[src/rtl/music_sequencer.sv]
// -----------------------------------------------------------------------------
// music_sequencer
// Multi-channel tune player. A beat divider advances a beat index that drives
// an external combinational tone ROM. The ROM returns one half-period per
// channel, and each channel runs a square-wave generator from it. A registered
// round-robin mux folds all channels onto a single buzzer pin.
//
// Optional build macro: MUSIC_SEQ_TEMPO_EN adds the input tempo_div[31:0],
// which replaces the fixed BEAT_DIV beat length at run time.
//
// Ports
//   clk, reset        system clock; synchronous active-high reset
//   play              level: start from IDLE/DONE, resume from PAUSED
//   pause             level: hold position while PLAYING
//   stop              pulse: back to IDLE at index 0 (wins over pause/play)
//   loop              1: wrap to index 0 after the last beat; 0: end in DONE
//   half_i            per-channel half-period (clk cycles), ch0 in LSBs; 0 = rest
//   beat_idx          current beat index to the tone ROM
//   beat_tick         1-cycle pulse on every divider terminal count
//   tone_o            per-channel square wave
//   mix_o             tone_o[sel] registered, sel rotates every clk
//   busy              PLAYING or PAUSED
//   done              1-cycle pulse on entering DONE
//   state_o           FSM state (debug): 0 IDLE, 1 PLAYING, 2 PAUSED, 3 DONE
//
// Control semantics: there is no valid/ready handshake. play and pause are
// sampled as levels on every clock. stop is a pulse. The per-cycle priority is
// reset > stop > pause > play. All outputs come straight from flops.
// -----------------------------------------------------------------------------
module music_sequencer #(
    parameter int BEAT_DIV = 6_250_000,
    parameter int SONG_LEN = 661,
    parameter int IDX_W    = 10,
    parameter int CH       = 2,
    parameter int HP_W     = 20
) (
    input  logic               clk,
    input  logic               reset,
    input  logic               play,
    input  logic               pause,
    input  logic               stop,
    input  logic               loop,
`ifdef MUSIC_SEQ_TEMPO_EN
    input  logic [31:0]        tempo_div,
`endif
    input  logic [CH*HP_W-1:0] half_i,
    output logic [IDX_W-1:0]   beat_idx,
    output logic               beat_tick,
    output logic [CH-1:0]      tone_o,
    output logic               mix_o,
    output logic               busy,
    output logic               done,
    output logic [1:0]         state_o
);

    typedef enum logic [1:0] {
        S_IDLE    = 2'd0,
        S_PLAYING = 2'd1,
        S_PAUSED  = 2'd2,
        S_DONE    = 2'd3
    } state_t;

`ifdef MUSIC_SEQ_TEMPO_EN
    localparam int DIV_W = 32;
`else
    localparam int DIV_W = $clog2(BEAT_DIV);
`endif
    localparam int SEL_W = (CH > 1) ? $clog2(CH) : 1;
    localparam logic [IDX_W-1:0] LAST_IDX = IDX_W'(SONG_LEN - 1);
    localparam logic [SEL_W-1:0] LAST_SEL = SEL_W'(CH - 1);
    localparam logic [DIV_W-1:0] FIXED_TERM = DIV_W'(BEAT_DIV - 1);

    state_t            state_q, state_d;
    logic [IDX_W-1:0]  idx_q, idx_d;
    logic [DIV_W-1:0]  div_q, div_d;
    logic              tick_q, tick_d;
    logic              done_q, done_d;
    logic              busy_q, busy_d;
    logic              load_q, load_d;   // half_i is valid for the new index this cycle
    logic [SEL_W-1:0]  sel_q, sel_d;
    logic              mix_q, mix_d;
    logic [CH-1:0]     tone_q, tone_d;
    logic [HP_W-1:0]   half_q [CH];
    logic [HP_W-1:0]   half_d [CH];
    logic [HP_W-1:0]   cnt_q  [CH];
    logic [HP_W-1:0]   cnt_d  [CH];
    logic [DIV_W-1:0]  term;
    logic [DIV_W-1:0]  new_term;
    logic              start;
    logic              run;
    logic              beat_edge;
    logic [HP_W-1:0]   h_new;

`ifdef MUSIC_SEQ_TEMPO_EN
    logic [DIV_W-1:0]  term_q, term_d;
    assign new_term = (tempo_div < 32'd2) ? 32'd1 : tempo_div - 32'd1;
    assign term     = term_q;
`else
    assign new_term = FIXED_TERM;
    assign term     = FIXED_TERM;
`endif

    always_comb begin
        state_d   = state_q;
        idx_d     = idx_q;
        div_d     = div_q;
        tick_d    = 1'b0;
        done_d    = 1'b0;
        start     = 1'b0;
        run       = 1'b0;
        beat_edge = 1'b0;
        h_new     = '0;
        // A pending ROM sample survives a pause so the new index is never skipped.
        load_d    = load_q;
        sel_d     = (sel_q == LAST_SEL) ? '0 : sel_q + 1'b1;
        mix_d     = tone_q[sel_q];
`ifdef MUSIC_SEQ_TEMPO_EN
        term_d    = term_q;
`endif

        case (state_q)
            S_IDLE, S_DONE: if (play && !pause) start = 1'b1;
            S_PLAYING: begin
                if (pause) state_d = S_PAUSED;
                else       run = 1'b1;
            end
            S_PAUSED: if (play && !pause) state_d = S_PLAYING;
            default: state_d = S_IDLE;
        endcase

        if (run) begin
            load_d = 1'b0;
            if (div_q == term) begin
                div_d     = '0;
                tick_d    = 1'b1;
                beat_edge = 1'b1;
                if (idx_q == LAST_IDX) begin
                    if (loop) begin
                        idx_d  = '0;
                        load_d = 1'b1;
                    end else begin
                        state_d = S_DONE;
                        done_d  = 1'b1;
                    end
                end else begin
                    idx_d  = idx_q + 1'b1;
                    load_d = 1'b1;
                end
            end else begin
                div_d = div_q + 1'b1;
            end
        end

        if (start) begin
            state_d   = S_PLAYING;
            idx_d     = '0;
            div_d     = '0;
            load_d    = 1'b1;
            beat_edge = 1'b1;
        end

`ifdef MUSIC_SEQ_TEMPO_EN
        if (beat_edge) term_d = new_term;
`endif

        if (stop) begin
            state_d = S_IDLE;
            idx_d   = '0;
            div_d   = '0;
            tick_d  = 1'b0;
            done_d  = 1'b0;
            load_d  = 1'b0;
        end

        busy_d = (state_d == S_PLAYING) || (state_d == S_PAUSED);

        tone_d = tone_q;
        for (int c = 0; c < CH; c++) begin
            half_d[c] = half_q[c];
            cnt_d[c]  = cnt_q[c];
            h_new     = half_i[c*HP_W +: HP_W];
            if (state_d == S_IDLE || state_d == S_DONE) begin
                half_d[c] = '0;
                cnt_d[c]  = '0;
                tone_d[c] = 1'b0;
            end else if (run) begin
                if (load_q && (h_new != half_q[c])) begin
                    // New pitch: restart phase from low so the note starts cleanly.
                    half_d[c] = h_new;
                    cnt_d[c]  = '0;
                    tone_d[c] = 1'b0;
                end else if (half_q[c] == '0) begin
                    cnt_d[c]  = '0;
                    tone_d[c] = 1'b0;
                end else if (cnt_q[c] >= half_q[c] - 1'b1) begin
                    cnt_d[c]  = '0;
                    tone_d[c] = ~tone_q[c];
                end else begin
                    cnt_d[c]  = cnt_q[c] + 1'b1;
                end
            end
        end
    end

    always_ff @(posedge clk) begin
        if (reset) begin
            state_q <= S_IDLE;
            idx_q   <= '0;
            div_q   <= '0;
            tick_q  <= 1'b0;
            done_q  <= 1'b0;
            busy_q  <= 1'b0;
            load_q  <= 1'b0;
            sel_q   <= '0;
            mix_q   <= 1'b0;
            tone_q  <= '0;
            for (int c = 0; c < CH; c++) begin
                half_q[c] <= '0;
                cnt_q[c]  <= '0;
            end
`ifdef MUSIC_SEQ_TEMPO_EN
            term_q  <= FIXED_TERM;
`endif
        end else begin
            state_q <= state_d;
            idx_q   <= idx_d;
            div_q   <= div_d;
            tick_q  <= tick_d;
            done_q  <= done_d;
            busy_q  <= busy_d;
            load_q  <= load_d;
            sel_q   <= sel_d;
            mix_q   <= mix_d;
            tone_q  <= tone_d;
            for (int c = 0; c < CH; c++) begin
                half_q[c] <= half_d[c];
                cnt_q[c]  <= cnt_d[c];
            end
`ifdef MUSIC_SEQ_TEMPO_EN
            term_q  <= term_d;
`endif
        end
    end

    assign beat_idx  = idx_q;
    assign beat_tick = tick_q;
    assign tone_o    = tone_q;
    assign mix_o     = mix_q;
    assign busy      = busy_q;
    assign done      = done_q;
    assign state_o   = state_q;

endmodule

[config.mk]
export PLATFORM = sky130hd
export DESIGN_NAME = music_sequencer
export DESIGN_NICKNAME = d
export VERILOG_FILES = /design/src/rtl/music_sequencer.sv
export SDC_FILE = /design/constraint.sdc
export NUM_CORES = 1
export LEC_CHECK = 0
export BUFFER_PORTS_ARGS = -buffer_cell sky130_fd_sc_hd__buf_4
export CAP_MARGIN = 40
export CORE_MARGIN = 2
export CORE_UTILIZATION = 54
export CTS_CLUSTER_SIZE = 8
export DETAILED_ROUTE_END_ITERATION = 7
export GPL_TIMING_DRIVEN = 0
export PLACE_DENSITY = 0.76
export RECOVER_POWER = 50
export SLEW_MARGIN = 0
export SYNTH_ARGS = -nofsm -noshare
export SYNTH_HDL_FRONTEND = slang
export SYNTH_SLANG_ARGS = --single-unit
[constraint.sdc]
create_clock -name clk -period 3.5 [get_ports clk]
set_input_delay 0.7 -clock clk [delete_from_list [all_inputs] [get_ports clk]]
set_output_delay 0.7 -clock clk [all_outputs]
set_load 0.02 [all_outputs]
==> results of run 1 <==
[sequential cells by signal (all words and copies together), names as in the netlist, 2 cells and up]
| register | count |
|---|---|
| state_o | 2 |
| tone_o | 2 |
| beat_idx | 10 |
| div_q | 23 |
| cnt_q | 40 |
| half_q | 40 |
[what timing repair did]
| item | 4_1_cts | 5_1_grt |
|---|---|---|
| resized for setup | 21 | 21 |
| gates cloned | 1 | 0 |
| setup buffers | 16 | 8 |
| pin swaps | 15 | 18 |
| endpoints found under the setup margin | 42 | 42 |
[cell type report]
class / instances / share of cell area [%]
multi-input combinational: 682 / 53.3
buffer: 24 / 1.31
tap: 176 / 2.51
inverter: 22 / 0.940
clock buffer: 21 / 5.24
timing repair buffer: 88 / 6.79
clock inverter: 8 / 1.64
sequential: 123 / 28.2
[cell families (layout without fill, tap and decap cells)]
kind of cell             Yosys count  in the layout
AND/OR/NAND/NOR                  370            370
XOR/XNOR                         129            129
flip-flops                       123            123
AO/OA/AOI/OAI                     93             93
adder cells (fa/ha/maj)           51             51
buffers and inverters             48            163
multiplexers                      39             39
[worst max-delay path, cell delays in order, from the launching register on]
cell and delay, ps:
dfxtp_4 350, or4_4 550, or3_4 400, nor2_4 140, buf_6 110, xnor2_1 50
ha_1 320, nand4_1 110, or4_1 550, o211ai_1 170, buf_4 160, a211oi_4 50
o21bai_4 240, buf_6 160, nor2_1 40
[Yosys cell counts (7+ instances only)]
| cell type | n | area, sq um |
|---|---|---|
| nand2b_1 | 10 | 62.6 |
| nor2_1 | 139 | 522 |
| mux2i_1 | 39 | 390 |
| or3_1 | 13 | 81.3 |
| and3_1 | 7 | 43.8 |
| ha_1 | 51 | 638 |
| dfxtp_1 | 123 | 2460 |
| buf_2 | 9 | 45.0 |
| clkbuf_1 | 13 | 48.8 |
| xnor2_1 | 89 | 780 |
| nor3_1 | 27 | 135 |
| nand4_1 | 33 | 206 |
| a21oi_1 | 44 | 220 |
| nand2_1 | 60 | 225 |
| o21ai_0 | 17 | 85.1 |
| nor4_1 | 12 | 75.1 |
| or4_1 | 7 | 52.6 |
| nand3_1 | 32 | 160 |
| inv_1 | 22 | 82.6 |
| xor2_1 | 40 | 350 |
[through the flow]
step | std cells | power, mW | instance area (sq um) | worst slack (ps)
floorplan | 853 | 1.50 | 7230 | 17.0
global placement | 1092 | 1.57 | 7930 | -373
detailed placement | 1092 | 1.57 | 7930 | -408
CTS | 1136 | 3.39 | 8730 | -41.2
global route | 1144 | 3.46 | 8780 | -182
finish | 1144 | 3.37 | 8780 | -26.7
[power groups by stage]
stage          Clock (mW)  Sequential (mW)  Combinational, mW
2_1_floorplan           0             1.44             0.0643
3_3_place_gp            0             1.44              0.135
3_5_place_dp            0             1.44              0.136
4_1_cts              1.84             1.40              0.144
5_1_grt              1.90             1.40              0.154
6_report             1.82             1.40              0.144
[per-layer routing]
layer | global-route usage, % | wire [um] | up-vias
met5 | 0 | 0 | -
met4 | 6.99 | 235 | 0
met3 | 4.60 | 518 | 22
met2 | 39.3 | 8010 | 71
met1 | 30.3 | 7620 | 2883
li1 | - | - | 3166
[path summary, 6_finish.rpt]
check,from,endpoint
max,half_q[0][29],cnt_q[0][29]
min,sel_q,sel_q
max reg2reg,half_q[0][29],cnt_q[0][29]
min reg2reg,sel_q,sel_q
==> out/results.tsv, run 1 <==
stage	metric	value	unit
logic_synthesis	mean area per synthesized cell	8.42	sq um
sta	Tmin final	3530	ps
logic_synthesis	Synth Area in Simple Gates	24.9	%
die	DIE WIDTH	119	um
logic_synthesis	mux share of post-synthesis cell area	5.43	%
cells_and_area	# diodes	0	
routing	Routed Antenna Nets	0	
cells_and_area	share of the core filled with cells	66.9	%
power	Comb pwr share	4.3	%
sta	final period utilization	101	%
die	Initial Utilization	54.7	%
logic_synthesis	YS warnings	0	
routing	1st-pass router iterations	5	
cts	CTS root buf	clkbuf_16	
placed_design	number of I/O port buffers	63	
cts	CTS tree	done	
sta	final slew viol count	0	
sta	setup ws final	-26.7	ps
sta	setup TNS	-257	ps
critical_path	CP endpoint kind	flip-flop	
logic_synthesis	number of synthesized flops with an enable pin	0	
die	die area	14200	sq um
cells_and_area	final net count	1055	
routing	DRC viols	0	
logic_synthesis	largest family of logic cells by synthesized area	simple AND/OR/NAND/NOR gates	
grt	gr ovfl total	0	
cts	clk buf depth	2	
sta	Slew headroom	50.9	%
sta	# setup viols final	14	
cts	total CTS buffers	17	
grt	all-layer global routing usage	23.3	%
sta	Clock Skews	10.1	ps
critical_path	Crit Path Class	reg2reg	
placed_design	Post-DP HPWL	11700	um
grt	first-pass GRT wire length	27100	um
logic_synthesis	Synth Area in Compound Gates	7.92	%
logic_synthesis	async set-reset flop share out of synthesis	0	%
critical_path	CP Launch Type	flip-flop	
sta	Worst Tran Pin Value	736	ps
grt	vias in the first global route	5778	
cells_and_area	most common cell after layout, fill and taps aside	nor2_1	
die	row cnt	42	
cells_and_area	Multi-input gate area	4680	sq um
cts	clock latency on the worst-skew pair	420	ps
routing	routed wire length	16400	um
power	switching share of power	20.3	%
logic_synthesis	Synth cell types	47	
die	Core Area	13100	sq um
power	Switch Pwr	683	uW
logic_synthesis	Syn Inst Count	853	
sta	Hold Worst Slack	426	ps
run_status	status	finished, violations left	
cells_and_area	most frequent cells in the layout	132 x nor2_1, 116 x dfxtp_1, 89 x xnor2_1, 67 x buf_4, 60 x nand2_1	
critical_path	Worst EP arrival	3830	ps
sta	Fmax	284	MHz
cts	H-tree depth	4	
power	Int Pwr	2.68	mW
routing	Vias/cell	5.37	
logic_synthesis	Synth Cell Area	7190	sq um
die	Boundary Pins	64	
critical_path	worst reg2reg setup slack	-30	ps
sta	Final Hold Vio Count	0	
routing	DR iter-0 viols	406	
power	sequential share of power	41.7	%
grt	initial antenna violation count	0	
power	VDD IR-drop max	0.247	mV
cells_and_area	Reg area	2480	sq um
cells_and_area	area growth from synthesis to layout	22.2	%
hold_path	HP Class	reg2reg	
die	Die H	119	um
logic_synthesis	XOR/XNOR Fraction of Synth Area	15.7	%
sta	RSZ-0062 raised after global routing	yes	
placed_design	routability cong.	0.850	
logic_synthesis	sequential fraction of the synthesis area	34.3	%
logic_synthesis	Synth Area in Adders	8.88	%
cts	CTS sink cnt	123	
critical_path	peak fanout along the critical path	7	
logic_synthesis	Primary FF master, synth	dfxtp_1	
logic_synthesis	syn nets	950	
power	leakage	3.29	nW
hold_path	Hold Crit Depth	1	
power	Pwr Density	383	nW/um^2
critical_path	Required @ worst endpoint	3800	ps
grt	pin count of the biggest net entering global routing	17	
logic_synthesis	Yosys reg bits	123	
cells_and_area	share of post-route cells with drive strength above 1	15.5	%
cells_and_area	fill count	1058	
cts	# hold bufs at CTS	0	
routing	vias	6142	
critical_path	R2R cell count	14	
power	Clk pwr share	54.1	%
run	Max-Cap Viols	0	
cts	clock slew at reported path FFs	50	ps
routing	post-DR wirelength/cell	14.3	um
run_status	violations in the final reports	negative setup slack	
Power figures use the tool's default switching activity.
==> inputs of run 2 (changes only) <==
--- a/config.mk
+++ b/config.mk
@@ -7,7 +7,6 @@
 export LEC_CHECK = 0
 export BUFFER_PORTS_ARGS = -buffer_cell sky130_fd_sc_hd__buf_4
 export CAP_MARGIN = 40
-export CORE_MARGIN = 2
 export CORE_UTILIZATION = 54
 export CTS_CLUSTER_SIZE = 8
 export DETAILED_ROUTE_END_ITERATION = 7
==> run 2 against run 1 <==
Compared with the run above: the run still ends with negative setup slack left; flip-flop and latch count stayed put; clock-buffer cell count is 4 higher; worst setup slack worse by 13 ps; non-clock buffer count is 13 lower; clock skew is 4.4 ps lower; design area is 1.7% lower; die area is 3.3% lower; combinational power hardly changed; fmax is 0.36% lower; core utilization is 0.72 points higher; first-iteration DRC count is 18% lower; final cell count is 1.3% lower; critical path type unchanged.
==> out/results.tsv, run 2 (same netlist as run 1, synthesis figures left out) <==
stage	metric	value	unit	change
sta	Fmax	283	MHz	was 284 MHz
critical_path	Required @ worst endpoint	3810	ps	was 3800 ps
power	Switch Pwr	670	uW	was 683 uW
cts	CTS root buf	clkbuf_16		unchanged
sta	setup TNS	-398	ps	was -257 ps
cells_and_area	share of the core filled with cells	67.6	%	was 66.9%
placed_design	routability cong.	0.831		was 0.850
routing	post-DR wirelength/cell	14.6	um	was 14.3 um
die	Die H	117	um	was 119 um
routing	Routed Antenna Nets	0		unchanged
sta	Final Hold Vio Count	0		unchanged
sta	Tmin final	3540	ps	was 3530 ps
sta	RSZ-0062 raised after global routing	yes		unchanged
cells_and_area	final net count	1042		was 1055
placed_design	number of I/O port buffers	63		unchanged
run	Max-Cap Viols	0		unchanged
cells_and_area	# diodes	0		unchanged
critical_path	worst reg2reg setup slack	-40	ps	was -30 ps
sta	Hold Worst Slack	433	ps	was 426 ps
sta	# setup viols final	13		was 14
power	Overall Power	3.26	mW	was 3.37 mW
cells_and_area	design area	8630	sq um	was 8780 sq um
power	Comb pwr share	4.3	%	about the same
placed_design	dpl cells	1088		was 1092
cts	clock slew at reported path FFs	50	ps	about the same
cts	H-tree depth	4		unchanged
cts	clock latency on the worst-skew pair	420	ps	about the same
grt	first-pass GRT wire length	27200	um	was 27100 um
grt	gr ovfl total	0		unchanged
placed_design	pre-CTS setup slack	-436	ps	was -408 ps
run_status	status	finished, violations left		unchanged
critical_path	peak fanout along the critical path	10		was 7
cells_and_area	fin cells	1129		was 1144
cells_and_area	most frequent cells in the layout	138 x nor2_1, 119 x dfxtp_1, 89 x xnor2_1, 59 x nand2_1, 54 x buf_4		was 132 x nor2_1, 116 x dfxtp_1, 89 x xnor2_1, 67 x buf_4, 60 x nand2_1
grt	initial antenna violation count	0		unchanged
die	die area	13800	sq um	was 14200 sq um
critical_path	Worst EP arrival	3850	ps	was 3830 ps
die	row cnt	41		was 42
cells_and_area	area growth from synthesis to layout	20.1	%	was 22.2%
die	Core Area	12800	sq um	was 13100 sq um
routing	vias	6175		was 6142
power	VDD IR-drop max	0.262	mV	was 0.247 mV
sta	Clock Skews	5.73	ps	was 10.1 ps
grt	all-layer global routing usage	24.4	%	was 23.3%
power	leakage	3.18	nW	was 3.29 nW
cts	clk buf depth	2		unchanged
grt	vias in the first global route	5847		was 5778
sta	final period utilization	101	%	about the same
routing	1st-pass router iterations	5		unchanged
die	DIE WIDTH	117	um	was 119 um
placed_design	dpl cell area	7920	sq um	was 7930 sq um
power	Int Pwr	2.59	mW	was 2.68 mW
cells_and_area	leading registers by flop count	cnt_q x40, half_q x40, div_q x23		unchanged
grt	pin count of the biggest net entering global routing	17		unchanged
cts	CTS tree	done		unchanged
cts	total CTS buffers	17		unchanged
die	Initial Utilization	56.3	%	was 54.7%
critical_path	CP Launch Type	flip-flop		unchanged
cells_and_area	most common cell after layout, fill and taps aside	nor2_1		unchanged
sta	setup ws final	-39.5	ps	was -26.7 ps
routing	routed wire length	16500	um	was 16400 um
power	Pwr Density	378	nW/um^2	was 383 nW/um^2
hold_path	HP Class	reg2reg		unchanged
sta	final slew viol count	0		unchanged
power	sequential share of power	43.1	%	was 41.7%
power	Clk pwr share	52.5	%	was 54.1%
sta	Worst Tran Pin Value	694	ps	was 736 ps
routing	Vias/cell	5.47		was 5.37
placed_design	Post-DP HPWL	11900	um	was 11700 um
power	switching share of power	20.6	%	was 20.3%
sta	Slew headroom	53.8	%	was 50.9%
critical_path	Crit Path Class	reg2reg		unchanged
critical_path	CP endpoint kind	flip-flop		unchanged
routing	DRC viols	0		unchanged
cells_and_area	share of post-route cells with drive strength above 1	14.0	%	was 15.5%
run_status	violations in the final reports	negative setup slack		unchanged
routing	DR iter-0 viols	334		was 406
die	Boundary Pins	64		unchanged
cts	CTS sink cnt	123		unchanged
cts	# hold bufs at CTS	0		unchanged
## run 2: cell types whose count changed in the layout (fill, tap and decap cells not counted), sizes merged
cell      previous run  this run
clkbuf              52        58
bufinv               4         2
clkinv               4         3
clkinvlp             0         1
buf                 81        66
## run 2: what timing repair did
action,in CTS,in global routing
buffers inserted,8,4
resized for setup,9,26
pin swaps,10,19
setup endpoints to repair,42,42
## run 2: worst paths after layout
| kind | from | end | depth (start not counted) |
|---|---|---|---|
| max | half_q[0][29] | cnt_q[0][32] | 14 |
| min reg2reg | sel_q | sel_q | 1 |
| max reg2reg | half_q[0][29] | cnt_q[0][32] | 14 |
| min | sel_q | sel_q | 1 |
## run 2: cell type report
class / count / area [sq um]
Multi-Input combinational cell: 682 / 4670
Fill cell: 1061 / 4140
Sequential cell: 123 / 2470
Timing Repair Buffer: 75 / 499
Clock buffer: 25 / 495
Tap cell: 172 / 215
Buffer: 24 / 114
Clock inverter: 6 / 86.3
Inverter: 22 / 82.6
## run 2: worst max-delay path: stages, from the launching register on
cell and delay, ps:
dfxtp_4 360, or4_4 550, or3_4 420, nor2_4 160
nand2_1 80, xor2_1 160, ha_1 320, nand4_1 130
or4_1 420, o211ai_1 190, buf_4 170, a211oi_4 50
o21bai_4 210, buf_6 170, nor2_1 50
## run 2: routing by layer
layer | GRT usage (%) | wire (um) | vias up
met1 | 30.5 | 7250 | 2879
met3 | 5.20 | 801 | 34
met2 | 40.9 | 8130 | 113
met5 | 0 | 0 | -
li1 | - | - | 3149
met4 | 9.33 | 345 | 0
## run 2: power groups by stage
stage               clock network (mW)  logic, mW  registers (mW)
floorplan                            0     0.0643            1.44
global placement                     0      0.136            1.44
detailed placement                   0      0.136            1.44
CTS                               1.74      0.142            1.41
global route                      1.80      0.152            1.40
finish                            1.71      0.141            1.41
